File: config.mk
export PLATFORM = sky130hd
export DESIGN_NAME = fpu_issue_ctrl
export DESIGN_NICKNAME = d
export VERILOG_FILES = /design/src/rtl/fpu_issue_ctrl.sv
export SDC_FILE = /design/constraint.sdc
export NUM_CORES = 1
export LEC_CHECK = 0
export ABC_CLOCK_PERIOD_IN_PS = 2000
export CAP_MARGIN = 15
export CORE_ASPECT_RATIO = 2
export CORE_UTILIZATION = 40
export DETAILED_ROUTE_END_ITERATION = 6
export GPL_TIMING_DRIVEN = 1
export HOLD_SLACK_MARGIN = 0.15
export PLACE_DENSITY = 0.72
export SYNTH_ARGS = -nofsm -noshare
export SYNTH_HDL_FRONTEND = slang
export SYNTH_SLANG_ARGS = --single-unit
File: constraint.sdc
create_clock -name clk -period 2 [get_ports clk]
set_input_delay 0.5 -clock clk [delete_from_list [all_inputs] [get_ports clk]]
set_output_delay 0.5 -clock clk [all_outputs]
set_load 0.02 [all_outputs]
File: src/rtl/fpu_issue_ctrl.sv
// fpu_issue_ctrl: F-extension issue control covering decode, FPU start/kill, latency tracking and writeback.
// Define FPU_DIV_SQRT_EN to issue FDIV.S/FSQRT.S; otherwise both decode as illegal.
module fpu_issue_ctrl #(
   parameter int ADD_LAT  = 2,
   parameter int MUL_LAT  = 3,
   parameter int DIV_LAT  = 12,
   parameter int SQRT_LAT = 14
) (
   input  logic       clk,
   input  logic       reset_n,
   input  logic       id_valid,
   input  logic [6:0] id_opcode,
   input  logic [4:0] id_funct5,
   input  logic [4:0] id_rd,
   input  logic [4:0] id_rs1,
   input  logic [4:0] id_rs2,
   input  logic       flush,
   output logic       id_stall,
   output logic       fpu_start,
   output logic [3:0] fpu_op,
   output logic       fpu_kill,
   output logic       wb_fwrite,
   output logic       wb_xwrite,
   output logic [4:0] wb_rd,
   output logic       illegal_op,
   output logic       busy
);

   localparam logic [6:0] OPC_F_RTYPE = 7'b1010011;
   localparam logic [6:0] OPC_F_LOAD  = 7'b0000111;
   localparam logic [6:0] OPC_F_STORE = 7'b0100111;
   localparam logic [6:0] OPC_OP      = 7'b0110011;
   localparam logic [6:0] OPC_OP_IMM  = 7'b0010011;
   localparam logic [6:0] OPC_LOAD    = 7'b0000011;
   localparam logic [6:0] OPC_STORE   = 7'b0100011;
   localparam logic [6:0] OPC_BRANCH  = 7'b1100011;
   localparam logic [6:0] OPC_JALR    = 7'b1100111;

   localparam int MAX_AM = (ADD_LAT > MUL_LAT) ? ADD_LAT : MUL_LAT;
`ifdef FPU_DIV_SQRT_EN
   localparam int MAX_DS  = (DIV_LAT > SQRT_LAT) ? DIV_LAT : SQRT_LAT;
   localparam int MAX_LAT = (MAX_AM > MAX_DS) ? MAX_AM : MAX_DS;
`else
   localparam int MAX_LAT = MAX_AM;
`endif
   localparam int CW = $clog2(MAX_LAT + 1);

   typedef enum logic [1:0] {
      S_IDLE = 2'd0,
      S_EXEC = 2'd1,
      S_WB   = 2'd2
   } state_t;

   // Codes 3 and 6 are never decoded unless div/sqrt is enabled, so truncation there is harmless.
   function automatic logic [CW-1:0] lat_of(input logic [3:0] code);
      case (code)
         4'd0, 4'd1: lat_of = CW'(ADD_LAT);
         4'd2:       lat_of = CW'(MUL_LAT);
         4'd3:       lat_of = CW'(DIV_LAT);
         4'd6:       lat_of = CW'(SQRT_LAT);
         default:    lat_of = CW'(1);
      endcase
   endfunction

   function automatic logic uses_int_rs1(input logic [6:0] opc, input logic [4:0] f5);
      case (opc)
         OPC_OP, OPC_OP_IMM, OPC_LOAD, OPC_STORE, OPC_BRANCH, OPC_JALR,
         OPC_F_LOAD, OPC_F_STORE: uses_int_rs1 = 1'b1;
         OPC_F_RTYPE:             uses_int_rs1 = (f5 == 5'b11010) || (f5 == 5'b11110);
         default:                 uses_int_rs1 = 1'b0;
      endcase
   endfunction

   function automatic logic uses_int_rs2(input logic [6:0] opc);
      case (opc)
         OPC_OP, OPC_STORE, OPC_BRANCH: uses_int_rs2 = 1'b1;
         default:                       uses_int_rs2 = 1'b0;
      endcase
   endfunction

   state_t          state_q, state_d;
   logic [CW-1:0]   cnt_q, cnt_d;
   logic [4:0]      pend_rd_q, pend_rd_d;
   logic            pend_int_q, pend_int_d;
   logic            fpu_start_q, fpu_start_d;
   logic [3:0]      fpu_op_q, fpu_op_d;
   logic            fpu_kill_q, fpu_kill_d;
   logic            wb_fwrite_q, wb_fwrite_d;
   logic            wb_xwrite_q, wb_xwrite_d;
   logic [4:0]      wb_rd_q, wb_rd_d;
   logic            illegal_op_q, illegal_op_d;
   logic            busy_q, busy_d;

   logic [3:0]      dec_code_s;
   logic            dec_frtype_s, dec_fpu_s, dec_ill_s, dec_fmvsx_s, dec_int_tgt_s;
   logic            raw_fp_s, raw_int_s, waw_s, struct_s, stall_s, issue_s;

   // Instruction decode: FPU op code, illegal funct5 and fmv.s.x detection.
   always_comb begin
      dec_code_s   = 4'd0;
      dec_fpu_s    = 1'b0;
      dec_ill_s    = 1'b0;
      dec_fmvsx_s  = 1'b0;
      dec_frtype_s = (id_opcode == OPC_F_RTYPE);
      if (dec_frtype_s) begin
         dec_fpu_s = 1'b1;
         case (id_funct5)
            5'b00000: dec_code_s = 4'd0;
            5'b00001: dec_code_s = 4'd1;
            5'b00010: dec_code_s = 4'd2;
            5'b00100: dec_code_s = 4'd4;
            5'b00101: dec_code_s = 4'd5;
            5'b10100: dec_code_s = 4'd7;
            5'b11000: dec_code_s = 4'd8;
            5'b11010: dec_code_s = 4'd9;
`ifdef FPU_DIV_SQRT_EN
            5'b00011: dec_code_s = 4'd3;
            5'b01011: dec_code_s = 4'd6;
`endif
            5'b11100: dec_fpu_s = 1'b0;
            5'b11110: begin
               dec_fpu_s   = 1'b0;
               dec_fmvsx_s = 1'b1;
            end
            default: begin
               dec_fpu_s = 1'b0;
               dec_ill_s = 1'b1;
            end
         endcase
      end else begin
         dec_fpu_s = 1'b0;
      end
      dec_int_tgt_s = dec_fpu_s && ((dec_code_s == 4'd7) || (dec_code_s == 4'd8));
   end

   // Hazards against the single pending destination; it stays pending through the WB cycle.
   always_comb begin
      struct_s  = dec_fpu_s && (state_q == S_EXEC);
      raw_fp_s  = !pend_int_q &&
                  ((dec_frtype_s && ((id_rs1 == pend_rd_q) || (id_rs2 == pend_rd_q))) ||
                   ((id_opcode == OPC_F_STORE) && (id_rs2 == pend_rd_q)));
      raw_int_s = pend_int_q && (pend_rd_q != 5'd0) &&
                  ((uses_int_rs1(id_opcode, id_funct5) && (id_rs1 == pend_rd_q)) ||
                   (uses_int_rs2(id_opcode) && (id_rs2 == pend_rd_q)));
      waw_s     = !pend_int_q && (id_rd == pend_rd_q) &&
                  ((id_opcode == OPC_F_LOAD) || dec_fmvsx_s || (dec_fpu_s && !dec_int_tgt_s));
      stall_s   = id_valid && (state_q != S_IDLE) && !dec_ill_s &&
                  (struct_s || raw_fp_s || raw_int_s || waw_s);
      issue_s   = id_valid && dec_fpu_s && !stall_s && !flush && (state_q != S_EXEC);
   end

   // Next-state, latency counter and registered-output computation.
   always_comb begin
      state_d      = state_q;
      cnt_d        = cnt_q;
      pend_rd_d    = pend_rd_q;
      pend_int_d   = pend_int_q;
      fpu_op_d     = fpu_op_q;
      wb_rd_d      = wb_rd_q;
      fpu_start_d  = 1'b0;
      fpu_kill_d   = 1'b0;
      wb_fwrite_d  = 1'b0;
      wb_xwrite_d  = 1'b0;
      illegal_op_d = id_valid && dec_ill_s && !flush;
      busy_d       = (state_q != S_IDLE);
      if (flush) begin
         state_d    = S_IDLE;
         cnt_d      = '0;
         fpu_kill_d = (state_q != S_IDLE);
      end else begin
         case (state_q)
            S_IDLE: state_d = S_IDLE;
            S_EXEC: begin
               cnt_d = cnt_q - CW'(1);
               if (cnt_q == CW'(1)) begin
                  state_d = S_WB;
               end else begin
                  state_d = S_EXEC;
               end
            end
            S_WB: begin
               wb_fwrite_d = !pend_int_q;
               wb_xwrite_d = pend_int_q;
               wb_rd_d     = pend_rd_q;
               state_d     = S_IDLE;
               cnt_d       = '0;
            end
            default: begin
               state_d = S_IDLE;
               cnt_d   = '0;
            end
         endcase
         if (issue_s) begin
            fpu_start_d = 1'b1;
            fpu_op_d    = dec_code_s;
            pend_rd_d   = id_rd;
            pend_int_d  = dec_int_tgt_s;
            cnt_d       = lat_of(dec_code_s) - CW'(1);
            if (lat_of(dec_code_s) == CW'(1)) begin
               state_d = S_WB;
            end else begin
               state_d = S_EXEC;
            end
         end else begin
            fpu_start_d = 1'b0;
         end
      end
   end

   // State, pending-register and output flops.
   always_ff @(posedge clk or negedge reset_n) begin
      if (!reset_n) begin
         state_q      <= S_IDLE;
         cnt_q        <= '0;
         pend_rd_q    <= 5'd0;
         pend_int_q   <= 1'b0;
         fpu_start_q  <= 1'b0;
         fpu_op_q     <= 4'd0;
         fpu_kill_q   <= 1'b0;
         wb_fwrite_q  <= 1'b0;
         wb_xwrite_q  <= 1'b0;
         wb_rd_q      <= 5'd0;
         illegal_op_q <= 1'b0;
         busy_q       <= 1'b0;
      end else begin
         state_q      <= state_d;
         cnt_q        <= cnt_d;
         pend_rd_q    <= pend_rd_d;
         pend_int_q   <= pend_int_d;
         fpu_start_q  <= fpu_start_d;
         fpu_op_q     <= fpu_op_d;
         fpu_kill_q   <= fpu_kill_d;
         wb_fwrite_q  <= wb_fwrite_d;
         wb_xwrite_q  <= wb_xwrite_d;
         wb_rd_q      <= wb_rd_d;
         illegal_op_q <= illegal_op_d;
         busy_q       <= busy_d;
      end
   end

   assign id_stall   = stall_s;
   assign fpu_start  = fpu_start_q;
   assign fpu_op     = fpu_op_q;
   assign fpu_kill   = fpu_kill_q;
   assign wb_fwrite  = wb_fwrite_q;
   assign wb_xwrite  = wb_xwrite_q;
   assign wb_rd      = wb_rd_q;
   assign illegal_op = illegal_op_q;
   assign busy       = busy_q;

endmodule

; ---- Yosys cells after proc, flatten, opt, wreduce, memory -nomap -nowiden
; Index checks and enable logic that the tools add are counted.
[totals]
in_bits = 31
reg_bits = 25
output_inout_bits = 16
word_cells = 124
[op_classes]
addsub = 2
n_bitwise = 1
n_eq_ne = 33
n_reduce_logical = 48
mux = 28
[op_table]
columns = cell, n
row1 = case mux 4 bit (7 select lines), 1
row2 = == test 5 bit (second input constant), 5
row3 = == test 7 x 6 -> 1 bit (second input constant), 3
row4 = == test 7 bit (second input constant), 3
row5 = logical AND 1 bit, 21
row6 = 2-to-1 mux 2 bit, 9
row7 = OR reduction 8 bit, 2
row8 = == test 5 bit, 3
row9 = 2-to-1 mux 1 bit, 14
row10 = == test 5 x 3 -> 1 bit (second input constant), 2
row11 = logical OR 1 bit, 10
row12 = OR reduction 10 bit, 1
row13 = == test 4 x 2 -> 1 bit (second input constant), 2
row14 = == test 4 x 3 -> 1 bit (second input constant), 2
row15 = == test 7 x 2 -> 1 bit (second input constant), 1
row16 = == test 7 x 3 -> 1 bit (second input constant), 1
row17 = == test 7 x 5 -> 1 bit (second input constant), 1
row18 = == test 2 x 1 -> 1 bit (second input constant), 3
row19 = case mux 2 bit (3 select lines), 1
row20 = OR reduction 3 bit, 2
row21 = == test 5 x 1 -> 1 bit (second input constant), 1
row22 = == test 5 x 2 -> 1 bit (second input constant), 1
row23 = logical NOT 1 bit, 5
row24 = logical NOT 5 bit, 1
row25 = other kinds (15), 17

; ---- Longest topological paths before layout
[logic_depth]
word_depth = 22
mapped_depth = 9
mapped_depth_nobuf = 8

; ---- Worst setup path after synthesis
; OpenSTA, ideal clock, no wires.
[synth_timing]
path_kind = in2out
startpoint = input port id_funct5[2]
endpoint = output port id_stall
path_slack_ns = -0.238
required_time_ns = 1.500
arrival_time_ns = 1.738
stages = 6
path_buffers = 1
path_cell_list = buf_2 nor4_1 nor4_1 o32ai_2 a21oi_4 a21oi_1
[synth_via]
elab_chain_cells = 12
word_cells_on_any_way = 41
cone_classes = 11 x eq/ne / 9 x mux / 21 x reduce/logical
[synth_rtl]
columns = item, line
row1 = start: declaration, 13  ; input logic [4:0] id_funct5,
row2 = == test 5 bit (tied with other cells), "69, 107"
row3 = case mux 4 bit (7 select lines), 107  ; case (id_funct5)
row4 = 2-to-1 mux 4 bit, 105  ; if (dec_frtype_s) begin
row5 = == test 4 x 3 -> 1 bit / == test 4 bit (equally long branches), 133  ; dec_int_tgt_s = dec_fpu_s && ((dec_code_s == 4'd7) || (dec_code_s == 4'd8));
row6 = logical OR 1 bit, 133
row7 = logical AND 1 bit, 133
row8 = logical NOT 1 bit, 146  ; ((id_opcode == OPC_F_LOAD) || dec_fmvsx_s || (dec_fpu_s && !dec_int_tgt_s));
row9 = logical AND 1 bit, 146
row10 = logical OR 1 bit, 146
row11 = logical AND 1 bit, 145  ; waw_s = !pend_int_q && (id_rd == pend_rd_q) &&
row12 = logical OR 1 bit, 148  ; (struct_s || raw_fp_s || raw_int_s || waw_s);
row13 = logical AND 1 bit (*), 147  ; stall_s = id_valid && (state_q != S_IDLE) && !dec_ill_s &&
row14 = end: declaration, 18  ; output logic id_stall,
; Mark *: on every way between the ends. The rest lies on a longest branch, timed or not.

; ---- Worst setup path after layout
[layout_timing]
startpoint = register pend_rd_q[1]
endpoint = output port id_stall
[layout_via]
elab_chain_cells = 9
word_cells_on_any_way = 20
cone_classes = 3 x eq/ne / 17 x reduce/logical
[layout_rtl]
columns = item, line
row1 = start: declaration, 83  ; logic [4:0] pend_rd_q, pend_rd_d;
row2 = start signal: assignment, 228  ; pend_rd_q <= pend_rd_d;
row3 = "== test 5 bit, on equally long branches", n/a
row4 = logical OR 1 bit, 140  ; ((dec_frtype_s && ((id_rs1 == pend_rd_q) || (id_rs2 == pend_rd_q))) ||
row5 = logical AND 1 bit, 140
row6 = logical OR 1 bit, 140
row7 = logical AND 1 bit, 139  ; raw_fp_s = !pend_int_q &&
row8 = logical OR 1 bit (2 in a row), 148
row9 = logical OR 1 bit (*), 148
row10 = logical AND 1 bit (*), 147
; Marked as above.

==> run_results.csv <==
group,metric,value,unit
critical_path,worstPathRequired,1500,ps
clock_tree,htreeDepth,1,
yosys,synth-edff-count,0,
yosys,asyncSetResetFlopFracSynth,100.0,%
clock_tree,hold_buffers,0,
critical_path,slowest_stage,"dfrtp_1",
floorplan,rows,34,
yosys,synth.top_cell.area_share,35.06,%
yosys,synth_area,1784,sq um
clock_tree,cts_tree,"built",
critical_path,critPathMaxStageDelay,410,ps
power_and_ir_drop,leakage,0.001285,uW
run_status,status,"complete, but fails checks",
critical_path,arrival,1900,ps
global_route,first_global_vias,1770,
routing,wl_per_cell,16.04,um
global_route,overflow,0,
timing,finClkSkew,6.015,ps
routing,via_per_inst,5.259,
final_layout,area_growth,60.31,%
final_layout,stdcell_area,2860,sq um
critical_path,critical_path_peak_fanout,4,
flow_run,maxCapViolCount,0,
clock_tree,cts.clk_slew.worst_paths,90,ps
placement,hpwlAfterDp,3685,um
floorplan,io_pins,47,
yosys,synth_seq_area_share,35.06,%
floorplan,die_y,96.45,um
critical_path,start_kind,"flip-flop",
timing,hold_violations,0,
final_layout,drive_above_1_share,47.08,%
power_and_ir_drop,internal_power,770.9,uW
critical_path,crit_start,"pend_rd_q[1]",
final_layout,stdcell_count,328,
run_status,failed_checks,"negative setup slack",
routing,via_count,1725,
timing,worstMarginPinSlew,341.3,ps
global_route,grt_pass1_wl,7845,um
worst_hold_path,min-delay-start,"wb_rd[1]",
placement,finalWeightedCongestion,0.8583,
yosys,syn-num-nets,211,
routing,drc,0,
final_layout,final_cell_mix,"buf_4, dfrtp_1, clkdlybuf4s50_1, dlygate4sd2_1, nand2_1",
timing,layout_setup_ws,-396.7,ps
critical_path,worstPathCellList,"buf_4, buf_4, xnor2_1, nand2_2, o22ai_2, a21oi_4, a21oi_2, buf_4",
global_route,grt_max_degree,26,
power_and_ir_drop,powerDensity,369.8,nW/um^2
yosys,ys_dominant_reg_cell,"dfrtp_1",
final_layout,diodes,0,
clock_tree,cts_sinks,25,
timing,post-route-min-period,2397,ps
critical_path,r2r-start,"pend_rd_q[1]",
power_and_ir_drop,finalPower,1058,uW
timing,slew_headroom,77.25,%
floorplan,die_w,49.23,um
floorplan,die_area,4748,sq um
power_and_ir_drop,netSwitchingFraction,27.13,%
placement,dp_cells,312,
yosys,synth-seq-cells,25,
power_and_ir_drop,seqPwrFrac,48.5,%
yosys,ys_top_cells_by_area,"dfrtp_1, xnor2_1, mux2_4, mux2_2, nand2_1",
clock_tree,clkLatencyLatePin,280,ps
final_layout,nets,308,
routing,ant_nets,0,
final_layout,fillCellCount,331,
routing,drt_wl_total,5262,um
routing,drtIter0Drc,38,
placement,place_area,2561,sq um
timing,slew_violations,0,
floorplan,core,4297,sq um
yosys,netlist_instances,178,
power_and_ir_drop,switchingPower,287.0,uW
final_layout,layout.cells.most_common,"buf_4",
routing,firstDrtPassIters,4,
critical_path,path_class,"reg -> out",
power_and_ir_drop,clkPwrFrac,30.2,%
worst_hold_path,hold_path_class,"reg -> reg",
placement,dp_slack,-1074,ps
critical_path,crit_top_cell,"buf_4",
clock_tree,root_buffer,"clkbuf_8",
power_and_ir_drop,combPwrFrac,21.3,%
timing,clock.fmax,417.2,MHz
timing,rsz0062_at_grt,"yes",
yosys,syn_avg_cell_area,10.02,sq um
critical_path,cp-end-kind,"output port",
global_route,antenna_found_initial,0,
floorplan,start_util,41.53,%
timing,setup_viol,14,
yosys,yosysWarnings,0,
yosys,synthDistinctLibCells,54,
placement,port_buffers,46,
clock_tree,cts_buffer_depth,2,
timing,post-route-period-util,119.8,%
clock_tree,numCtsBuffers,3,
global_route,track_usage,22.47,%
timing,hold_slack,515.0,ps
yosys,synth_top_area_cell,"dfrtp_1",
power_and_ir_drop,vdd_drop_max,0.2567,mV
final timing paths:
check                                    end  slack (ps)  cells after the start
min in group asynchronous          fpu_op[0]         580                      2
worst min register to register      wb_rd[1]         510                      1
worst max register to register  pend_rd_q[2]        -300                     10
max in group asynchronous       pend_rd_q[2]        1140                      2
worst min-delay path                wb_rd[1]         510                      1
worst max-delay path                id_stall        -400                      8
critical path, delay by kind of cell, from the launching register on:
family | cells | cell delay, ps
buffers and inverters | 3 | 470
flip-flops | 1 | 410
AO/OA/AOI/OAI | 3 | 440
AND/OR/NAND/NOR | 1 | 120
XOR/XNOR | 1 | 180
metal layers:
metal  global-route usage [%]  wire length, um  up-vias
met4                    12.50              134        0
met5                        0                0        -
met2                    47.26             3147       46
met1                    20.31             1870      838
met3                    1.252              110       11
li1                         -                -      830
stage by stage:
step	utilization, %	setup TNS [ps]
6_report	66.57	-3023
5_1_grt	66.57	-3921
4_1_cts	63.63	-2489
3_5_place_dp	59.61	-11770
3_3_place_gp	59.61	-11510
2_1_floorplan	-	-1081
registers in the layout, summed over array words and instances (netlist names):
| signal | cells |
|---|---|
| pend_rd_q | 5 |
| wb_rd | 5 |
| fpu_op | 4 |
| cnt_q | 2 |
| state_q | 2 |
| busy | 1 |
| fpu_kill | 1 |
| fpu_start | 1 |
| illegal_op | 1 |
| pend_int_q | 1 |
| wb_fwrite | 1 |
| wb_xwrite | 1 |
synth_stat cells (3+ instances only):
| cell | n |
|---|---|
| nor2_1 | 11 |
| nand3_1 | 6 |
| buf_6 | 4 |
| mux2_4 | 6 |
| xnor2_1 | 15 |
| nor3_1 | 5 |
| buf_4 | 3 |
| and3b_1 | 3 |
| and2_1 | 3 |
| nand4_1 | 4 |
| mux2_2 | 6 |
| buf_2 | 4 |
| nor3b_1 | 4 |
| a21oi_1 | 8 |
| nand2_1 | 13 |
| dfrtp_1 | 25 |
| nor4_1 | 3 |
| nor2b_1 | 3 |
| mux2i_1 | 4 |
| o21ai_0 | 3 |
| inv_1 | 5 |
final cells by class:
type	instances	area, sq um	share of cell area [%]
Inverter	5	18.77	0.6562
Tap cell	54	67.56	2.362
Clock inverter	1	7.507	0.2625
Clock buffer	3	41.29	1.444
Timing Repair Buffer	105	878.3	30.71
Sequential cell	25	630.6	22.05
Multi-Input combinational cell	135	1216	42.52
kinds of logic after synthesis:
| family | Yosys count | synth area share (%) |
|---|---|---|
| simple gates | 71 | 23.77 |
| compound gates | 29 | 13.33 |
| mux | 16 | 11.08 |
| flops | 25 | 35.06 |
| buf+inv | 19 | 7.504 |
| fa+ha+maj | 2 | 1.402 |
| xor+xnor | 16 | 7.854 |
power groups by stage:
stage	Sequential, uW	Combinational (uW)	Clock [uW]
floorplan	522	91.6	0
global placement	524	210	0
detailed placement	524	214	0
CTS	513	210	326
global route	514	242	338
finish	513	225	319
repair_timing:
item / 4_1_cts / 5_1_grt
endpoints found under the setup margin: 16 / 16
gates resized for setup: 58 / 37
pin swaps: 23 / 15
cloned: 1 / 0
buffers inserted: 7 / 6
Note: power is estimated with default switching activity, not from simulation.
